[config.mk]
export PLATFORM = sky130hd
export DESIGN_NAME = result_display
export DESIGN_NICKNAME = d
export VERILOG_FILES = /design/src/rtl/result_display_pkg.sv /design/src/rtl/bin2bcd_iter.sv /design/src/rtl/result_display.sv
export SDC_FILE = /design/constraint.sdc
export NUM_CORES = 1
export LEC_CHECK = 0
export ABC_AREA = 1
export CAP_MARGIN = 20
export CORE_ASPECT_RATIO = 1.75
export CORE_UTILIZATION = 45
export CTS_CLUSTER_SIZE = 25
export DETAILED_ROUTE_END_ITERATION = 12
export GPL_ROUTABILITY_DRIVEN = 1
export HOLD_SLACK_MARGIN = 0.06
export PLACE_DENSITY = 0.66
export SYNTH_ARGS = -nofsm -noshare
export SYNTH_HDL_FRONTEND = slang
export SYNTH_SLANG_ARGS = --single-unit
[constraint.sdc]
create_clock -name clk -period 4.7 [get_ports clk]
set_input_delay 0.94 -clock clk [delete_from_list [all_inputs] [get_ports clk]]
set_output_delay 0.94 -clock clk [all_outputs]
set_load 0.005 [all_outputs]
[src/rtl/result_display_pkg.sv]
// Shared segment constants, conversion state type and nibble decode for result_display.
package result_display_pkg;

    localparam logic [6:0] SEG_BLANK = 7'h7F;
    localparam logic [6:0] SEG_DASH  = 7'h3F;

    // Active-low {g,f,e,d,c,b,a} patterns for decimal digits 0..9.
    localparam logic [6:0] SEG_DIGIT [10] = '{
        7'h40, 7'h79, 7'h24, 7'h30, 7'h19,
        7'h12, 7'h02, 7'h78, 7'h00, 7'h10
    };

    typedef enum logic [0:0] {
        IDLE,
        CONV
    } conv_state_e;

    function automatic logic [6:0] seg_decode(input logic [3:0] nib);
        logic [6:0] s;
        s = SEG_BLANK;
        if (nib <= 4'd9) s = SEG_DIGIT[nib];
        return s;
    endfunction

endpackage

[src/rtl/bin2bcd_iter.sv]
// Iterative 16-bit binary to 5-digit BCD converter (shift-and-add-3, one bit per cycle).
module bin2bcd_iter
    import result_display_pkg::*;
(
    input  logic        clk,
    input  logic        rst,
    input  logic        start,
    input  logic [15:0] bin,
    output logic        busy,
    output logic        done,
    output logic [19:0] bcd
);

    conv_state_e state_q, state_d;
    logic [15:0] shreg_q, shreg_d;
    logic [19:0] acc_q, acc_d, adj;
    logic [3:0]  cnt_q, cnt_d;
    logic        done_q, done_d;

    always_comb begin
        adj = acc_q;
        for (int i = 0; i < 5; i++) begin
            if (acc_q[4*i +: 4] >= 4'd5) adj[4*i +: 4] = acc_q[4*i +: 4] + 4'd3;
        end

        state_d = state_q;
        shreg_d = shreg_q;
        acc_d   = acc_q;
        cnt_d   = cnt_q;
        done_d  = 1'b0;

        unique case (state_q)
            IDLE: begin
                if (start) begin
                    shreg_d = bin;
                    acc_d   = '0;
                    cnt_d   = '0;
                    state_d = CONV;
                end
            end
            CONV: begin
                {acc_d, shreg_d} = {adj, shreg_q} << 1;
                cnt_d = cnt_q + 4'd1;
                if (cnt_q == 4'd15) begin
                    state_d = IDLE;
                    done_d  = 1'b1;
                end
            end
            default: state_d = IDLE;
        endcase
    end

    always_ff @(posedge clk or negedge rst) begin
        if (!rst) begin
            state_q <= IDLE;
            shreg_q <= '0;
            acc_q   <= '0;
            cnt_q   <= '0;
            done_q  <= 1'b0;
        end else begin
            state_q <= state_d;
            shreg_q <= shreg_d;
            acc_q   <= acc_d;
            cnt_q   <= cnt_d;
            done_q  <= done_d;
        end
    end

    assign busy = (state_q == CONV);
    assign done = done_q;
    assign bcd  = acc_q;

endmodule

[src/rtl/result_display.sv]
// Converts a 16-bit result to BCD and drives a multiplexed 4-digit 7-segment display.
module result_display
    import result_display_pkg::*;
#(
    parameter int unsigned DIGIT_PERIOD = 1000,
    parameter bit          BLANK_ZEROS  = 1'b1
) (
    input  logic        clk,
    input  logic        rst,
    input  logic [15:0] value,
    input  logic        load,
    output logic        busy,
    output logic        done,
    output logic [15:0] bcd_out,
    output logic        ovf,
    output logic [3:0]  an,
    output logic [6:0]  seg
);

    localparam int unsigned TickW = $clog2(DIGIT_PERIOD);

    logic             load_q, accept;
    logic [15:0]      value_q;
    logic [19:0]      conv_bcd;
    logic [15:0]      bcd_q;
    logic             ovf_q;
    logic [TickW-1:0] tick_q, tick_d;
    logic [1:0]       idx_q, idx_d;
    logic [3:0]       an_q;
    logic [6:0]       seg_q, seg_d;
    logic [3:0]       nib;
    logic             upper_zero;

    // A second load before the FSM has picked up the first one is dropped, like one while busy.
    assign accept = load & ~busy & ~load_q;

    always_ff @(posedge clk or negedge rst) begin
        if (!rst) begin
            load_q  <= 1'b0;
            value_q <= '0;
        end else begin
            load_q <= accept;
            if (accept) value_q <= value;
        end
    end

    bin2bcd_iter u_conv (
        .clk   (clk),
        .rst   (rst),
        .start (load_q),
        .bin   (value_q),
        .busy  (busy),
        .done  (done),
        .bcd   (conv_bcd)
    );

    // The finished result appears in the same cycle as done and is held afterwards.
    assign bcd_out = done ? conv_bcd[15:0] : bcd_q;
    assign ovf     = done ? (conv_bcd[19:16] != 4'd0) : ovf_q;

    always_comb begin
        tick_d = tick_q + TickW'(1);
        idx_d  = idx_q;
        if (tick_q == TickW'(DIGIT_PERIOD - 1)) begin
            tick_d = '0;
            idx_d  = idx_q + 2'd1;
        end
    end

    // Segments are computed for the next index so an and seg update on the same edge.
    always_comb begin
        nib        = bcd_out[{idx_d, 2'b00} +: 4];
        upper_zero = 1'b1;
        for (int i = 0; i < 4; i++) begin
            if (i >= int'(idx_d) && bcd_out[4*i +: 4] != 4'd0) upper_zero = 1'b0;
        end
        if (ovf) begin
            seg_d = SEG_DASH;
        end else if (BLANK_ZEROS && idx_d != 2'd0 && upper_zero) begin
            seg_d = SEG_BLANK;
        end else begin
            seg_d = seg_decode(nib);
        end
    end

    always_ff @(posedge clk or negedge rst) begin
        if (!rst) begin
            bcd_q  <= '0;
            ovf_q  <= 1'b0;
            tick_q <= '0;
            idx_q  <= '0;
            an_q   <= 4'b1110;
            seg_q  <= SEG_DIGIT[0];
        end else begin
            bcd_q  <= bcd_out;
            ovf_q  <= ovf;
            tick_q <= tick_d;
            idx_q  <= idx_d;
            an_q   <= ~(4'b0001 << idx_d);
            seg_q  <= seg_d;
        end
    end

    assign an  = an_q;
    assign seg = seg_q;

endmodule

After elaboration in Yosys (flattened, before gate mapping):

Memory sizes are Yosys's and may differ from the RTL's.
Cells that the tools add are included.

* flip-flop bits (word level): 99
* ROM bits: 112
* input port bits: 19
* output and inout port bits: 30
* word-level logic and storage cells: 82
* memories: 1

Memories
* (no name shown): depth 16, width 7, read ports 1, clocked after memory_dff 0, wr ports 0, RTL line result_display_pkg.sv:21 `if (nib <= 4'd9) s = SEG_DIGIT[nib];`

* $add $sub $neg: 8
* $lt $le $gt $ge: 10
* equality and inequality tests: 3
* shift operators: 2
* mux-type cells: 29
* bitwise logic cells: 6
* reductions and logical operators: 10

Operator list (number)
* 20-bit one-hot mux with 2 select lines: 1
* 7-bit 2-to-1 mux: 5
* 16-bit 2-to-1 mux: 2
* 16-bit one-hot mux with 2 select lines: 1
* 4-bit by 3-bit greater-or-equal comparator with 1-bit output, second input constant: 5
* 20-bit 2-to-1 mux: 1
* 4-bit 2-to-1 mux: 5
* 4-bit nonzero test: 5
* 4-bit by 2-bit adder with 4-bit output, second input constant: 4
* 16-bit by 5-bit indexed part select with 4-bit output: 1
* 10-bit by 1-bit adder with 10-bit output, second input constant: 1
* 10-bit equality test, second input constant: 1
* 10-bit 2-to-1 mux: 1
* 1-bit 2-to-1 mux: 9
* 4-bit one-hot mux with 2 select lines: 1
* 5-bit greater-or-equal comparator, second input constant: 1
* 4-bit NOT with 5-bit output: 1
* 4-bit by 1-bit adder with 4-bit output, second input constant: 1
* 4-bit equality test, second input constant: 1
* 1-bit by 2-bit greater-or-equal comparator with 1-bit output, first input constant: 2
* 4-bit <= comparator, second input constant: 1
* 1-bit logical AND: 4
* 4-bit NOT: 1
* 1-bit by 2-bit << shifter with 4-bit output, first input constant: 1
* 10 further kinds: 12

Logic depth before layout (Yosys ltp):

* depth in word-level cells: 11
* gate-level depth with buffers: 18
* mapped depth without buffers: 17

Hierarchy:

From an unflattened synthesis, not the netlist that was laid out.

* cells, all modules: 624
* area total of the unflattened synthesis: 5142.4 µm²

By module, submodules not included
* result_display: instances 1, cells an instance 331, area each 2856.5 µm², seq. area each 1431.4 µm²
* bin2bcd_iter: instances 1, cells an instance 293, area each 2285.9 µm², seq. area each 1051.0 µm²

Worst setup path after synthesis:

No wires, ideal clock.

* path type: register to register
* start: register tick_q[0]
* end: register seg_q[3], in the netlist seg[3]
* library setup time: 0.132 ns
* arrival time: 2.010 ns
* data required time: 4.568 ns
* slack: 2.558 ns
* stages on the path, launching flop included: 18
* path buffers: 1
* period minus slack after synthesis: 2.142 ns
* cell sequence: dfrtp_1 > ha_1 > nand2_1 > nor2_4 > nand3_4 > nand2_4 > nand2_2 > buf_6 > nand2_1 > nand3_1 > nand2_2 > inv_1 > ha_1 > nand3_1 > nand2_1 > inv_1 > nand2_1 > nand3_1

* cells in the longest elaborated chain, start to end: 11
* elaborated cells between the ends (all ways): 23
* those cells by class: order compare: 4; eq/ne: 1; shift: 1; mux: 10; bitwise: 1; reduce/logical: 5; memory: 1

Ends and longest elaborated chain
* from (decl): RTL line result_display.sv:27 `logic [TickW-1:0] tick_q, tick_d;`
* from (signal assigned): RTL line result_display.sv:97 `tick_q <= tick_d;`
* 10-bit equality test (*): RTL line result_display.sv:64 `if (tick_q == TickW'(DIGIT_PERIOD - 1)) begin`
* 2-bit 2-to-1 mux (*): RTL line result_display.sv:64
* branches (longest 7 deep; another with memory 16 x 7 bit)
* 7-bit 2-to-1 mux (*): RTL line result_display.sv:79 `end else if (BLANK_ZEROS && idx_d != 2'd0 && upper_zero) begin`
* 7-bit 2-to-1 mux (*): RTL line result_display.sv:77 `if (ovf) begin`
* net seg_d[3]: RTL line result_display.sv:30 `logic [6:0] seg_q, seg_d;`
* to (signal assigned): RTL line result_display.sv:93 `seg_q <= SEG_DIGIT[0];`
* to (signal assigned): RTL line result_display.sv:100 `seg_q <= seg_d;`
* to (decl): RTL line result_display.sv:30

Mark *: on every way through the listed nets, which the timed path passes. The select of a mux whose other input is x is not followed.
A chain may end at the register's enable or synchronous reset.

Worst setup path after layout:

* start: register u_conv.done_q, in the netlist u_conv.done
* end: output bcd_out[13]

* cells in the longest elaborated chain, start to end: 1

Ends and longest elaborated chain
* from (decl): RTL line bin2bcd_iter.sv:18 `logic done_q, done_d;`
* from (signal assigned): RTL line bin2bcd_iter.sv:65 `done_q <= done_d;`
* 16-bit 2-to-1 mux: RTL line result_display.sv:58 `assign bcd_out = done ? conv_bcd[15:0] : bcd_q;`
* to (decl): RTL line result_display.sv:14 `output logic [15:0] bcd_out,`

Every way passes these cells.

==> flow_metrics.tcl <==
set metrics [dict create \
    run_status "finished, final reports clean" \
    die-height_um 139.6 \
    cts_tree "built" \
    cts-resized-gates 0 \
    power.total_uw 3588 \
    port_buffers 48 \
    synth.yosys.warnings 0 \
    global_route.usage.total_pct 19.67 \
    synth_area_per_cell_um2 8.786 \
    post_synth_top_area_share_pct 48.84 \
    timing.fmax_mhz 283.7 \
    leakage_uw 0.002835 \
    syn-instance-count 554 \
    drt-pass1-iter-count 4 \
    syn-cell-area_mm2 0.004867 \
    async_flop_share_pct 100.0 \
    dieWidth_um 80.62 \
    max_slew_margin_pct 40.36 \
    fin_crit_sh_pct 74.99 \
    cts_hold_repair.buffers 0 \
    max_slew.worst_pin.slew_ns 0.8946 \
    preCtsSetupSlack_ns 1.565 \
    grt_pass1_vias 3721 \
    fraction_of_layout_cells_with_a_size_suffix_above_1_pct 9.587 \
    power.density_cell_area_mw_per_mm2 628.5 \
    antenna_found_initial 0 \
    dp_hpwl_um 7219 \
    path_clk_slew_ns 0.06 \
    totalNegativeSetupSlack_ns 0 \
    startpoint "u_conv.done" \
    finalSetupViolCount 0 \
    hold_path_class "reg -> reg" \
    unrepaired_setup_endpoints_after_global_routing "false" \
    worst_ir_drop_vdd_v 0.0003024 \
    kind_of_critical_path "reg -> out" \
    final_hold_viol_count 0 \
    critPathRequiredTime_ns 3.76 \
    ffs_latches_synth 99 \
    setup.reg_to_reg.worst_slack_ns 1.94 \
    setup.worst_path.end_class "primary output" \
    synth-edff-count 0 \
    core.rowCount 49 \
    grt_first_pass_wirelength_um 17100 \
    drt.antenna.violating_nets 0 \
    htree_levels 3 \
    clock_root_buffer "sky130_fd_sc_hd__clkbuf_16" \
    num_vias 3777 \
    post-cts-setup-buffers 0 \
    setup_ws_ns 1.175 \
    syn_nets 589 \
    detail_route.wirelength_um 9911 \
    most_common_flop_cell_mapped_by_yosys "sky130_fd_sc_hd__dfrtp_1" \
    crit_path_max_fanout 22 \
    largest_area_contributor_in_the_synthesized_netlist "sky130_fd_sc_hd__dfrtp_1" \
    syn2layout_area_growth_pct 17.30 \
    core_footprint_mm2 0.01042 \
    final_cell_area_mm2 0.005709 \
    drt-initial-drc-count 209 \
    initial_core_util_pct 46.70 \
    gp_congestion 0.8907 \
    multiInputGateArea_mm2 0.002016 \
    insertion_delay_to_the_later_sink_of_the_worst_skew_pair_ns 0.34 \
    final_nets 635 \
    final.fill_count 1001 \
    top_level_ports 49 \
    die-area_mm2 0.01125 \
    wl_per_cell_um 13.54 \
    tritoncts.num_buffers 9 \
    top_area_cells_in_the_synthesized_netlist "sky130_fd_sc_hd__dfrtp_1 (49%), sky130_fd_sc_hd__nand2_1 (12%), sky130_fd_sc_hd__inv_1 (5.2%)" \
    timing.critical_path.from_type "flop" \
    max_cap_viol 0 \
    hold_ws_ns 0.4744 \
    finalWorstPathRequiredPeriod_ns 3.525 \
    critPathArrivalTime_ns 2.58 \
    detail_route.drc_violations 0 \
    timing.hold.worst.start "value_q[7]" \
    overflow 0 \
    worst_clock_skew_ns 0.007020 \
    timing_max_transition_violations_final 0 \
    grt_start_max_net_pins 73 \
    vias_per_cell 5.160 \
    cts.sink_count 99 \
    seq_area_frac_synth_pct 51.00 \
    insertedDiodeCount 0 \
    area_of_all_sequential_standard_cells_mm2 0.002482 \
    post_synth_num_cell_types 41 \
    startpoint_of_the_worst_slack_reg_to_reg_timing_path "u_conv.done" \
    placed_area_mm2 0.005435 \
    clock_tree.buffer_depth 2 \
]
## layout make-up
type                    count  area share, %
clock buffers              14          4.624
clock inverters             2         0.1753
inverters                  74          4.865
multi-input cells         365          35.31
flip-flops and latches     99          43.48
well taps                 127          2.783
repair buffers             51          8.766
## cells in the mapped netlist (all sizes together) (4+ instances only)
cell type / number
a22oi: 10
ha: 16
buf: 7
a21oi: 10
nand3b: 4
o21ai: 46
nor2: 28
clkbuf: 9
dfrtp: 95
dfstp: 4
nand4: 6
xor2: 7
nand3: 44
nor3: 4
nand2: 170
inv: 71
o22ai: 7
## path summary, 6_finish.rpt
check	to	cells past startpoint
min reg2reg	u_conv.shreg_q[7]	2
min in group asynchronous	tick_q[7]	1
min	u_conv.shreg_q[7]	2
max in group asynchronous	seg[6]	2
max reg2reg	seg[3]	11
max	bcd_out[13]	3
## through the flow
| step | cells | util, % |
|---|---|---|
| 4_1_cts | 732 | 54.78 |
| 5_1_grt | 732 | 54.78 |
| 2_1_floorplan | 554 | - |
| 3_5_place_dp | 716 | 52.15 |
| 6_report | 732 | 54.78 |
| 3_3_place_gp | 716 | 52.15 |
## worst max-delay path: stages (launching register included)
cell and delay [ns]:
sky130_fd_sc_hd__dfrtp_1 0.73, sky130_fd_sc_hd__inv_1 0.35, sky130_fd_sc_hd__o21ai_0 0.55, sky130_fd_sc_hd__clkdlybuf4s50_1 0.61
## kinds of logic after synthesis
group / synth area share [%]
buffers and inverters: 7.583
AOI/OAI and AO/OA: 10.15
and+or+nand+nor: 25.89
adders and majority gates: 4.113
xor gates and xnor gates: 1.260
DFF: 51.00
## cells in the final DEF (no fill, tap or decap), types with 6 or more instances in the layout
cell / netlist / final
sky130_fd_sc_hd__a22oi_1: 10 / 10
sky130_fd_sc_hd__ha_1: 16 / 16
sky130_fd_sc_hd__clkbuf_16: 0 / 9
sky130_fd_sc_hd__nand2_1: 152 / 152
sky130_fd_sc_hd__clkdlybuf4s50_1: 0 / 47
sky130_fd_sc_hd__xor2_1: 7 / 7
sky130_fd_sc_hd__nand2_2: 11 / 11
sky130_fd_sc_hd__o22ai_1: 7 / 7
sky130_fd_sc_hd__o21ai_0: 40 / 40
sky130_fd_sc_hd__nand4_1: 6 / 6
sky130_fd_sc_hd__o21ai_1: 6 / 6
sky130_fd_sc_hd__nand2_4: 7 / 7
sky130_fd_sc_hd__inv_1: 68 / 68
sky130_fd_sc_hd__nor2_1: 22 / 22
sky130_fd_sc_hd__nand3_1: 38 / 38
sky130_fd_sc_hd__dfrtp_1: 95 / 95
sky130_fd_sc_hd__a21oi_1: 8 / 8
## registers in the layout (all words and copies together), names as in the netlist, 2 cells and up
name            flops
idx_q               2
u_conv.shreg_q     16
value_q            16
tick_q             10
seg                 7
an                  4
u_conv.cnt_q        4
bcd_q              16
u_conv.bcd         20
## report_power, final
| part | switching [µW] | internal (µW) | total (µW) |
|---|---|---|---|
| Sequential | 171 | 1170 | 1340 |
| Clock | 297 | 387 | 684 |
| Combinational | 929 | 638 | 1570 |
| Total | 1400 | 2190 | 3590 |
## routing by layer
metal | vias up | track usage, % | share of wire, %
met5 | - | 0 | 0
met1 | 1800 | 22.99 | 41
met3 | 21 | 3.475 | 2.7
li1 | 1873 | - | -
met4 | 0 | 8.835 | 3.0
met2 | 83 | 34.21 | 54
No activity file was read; power rests on OpenSTA's default activity.
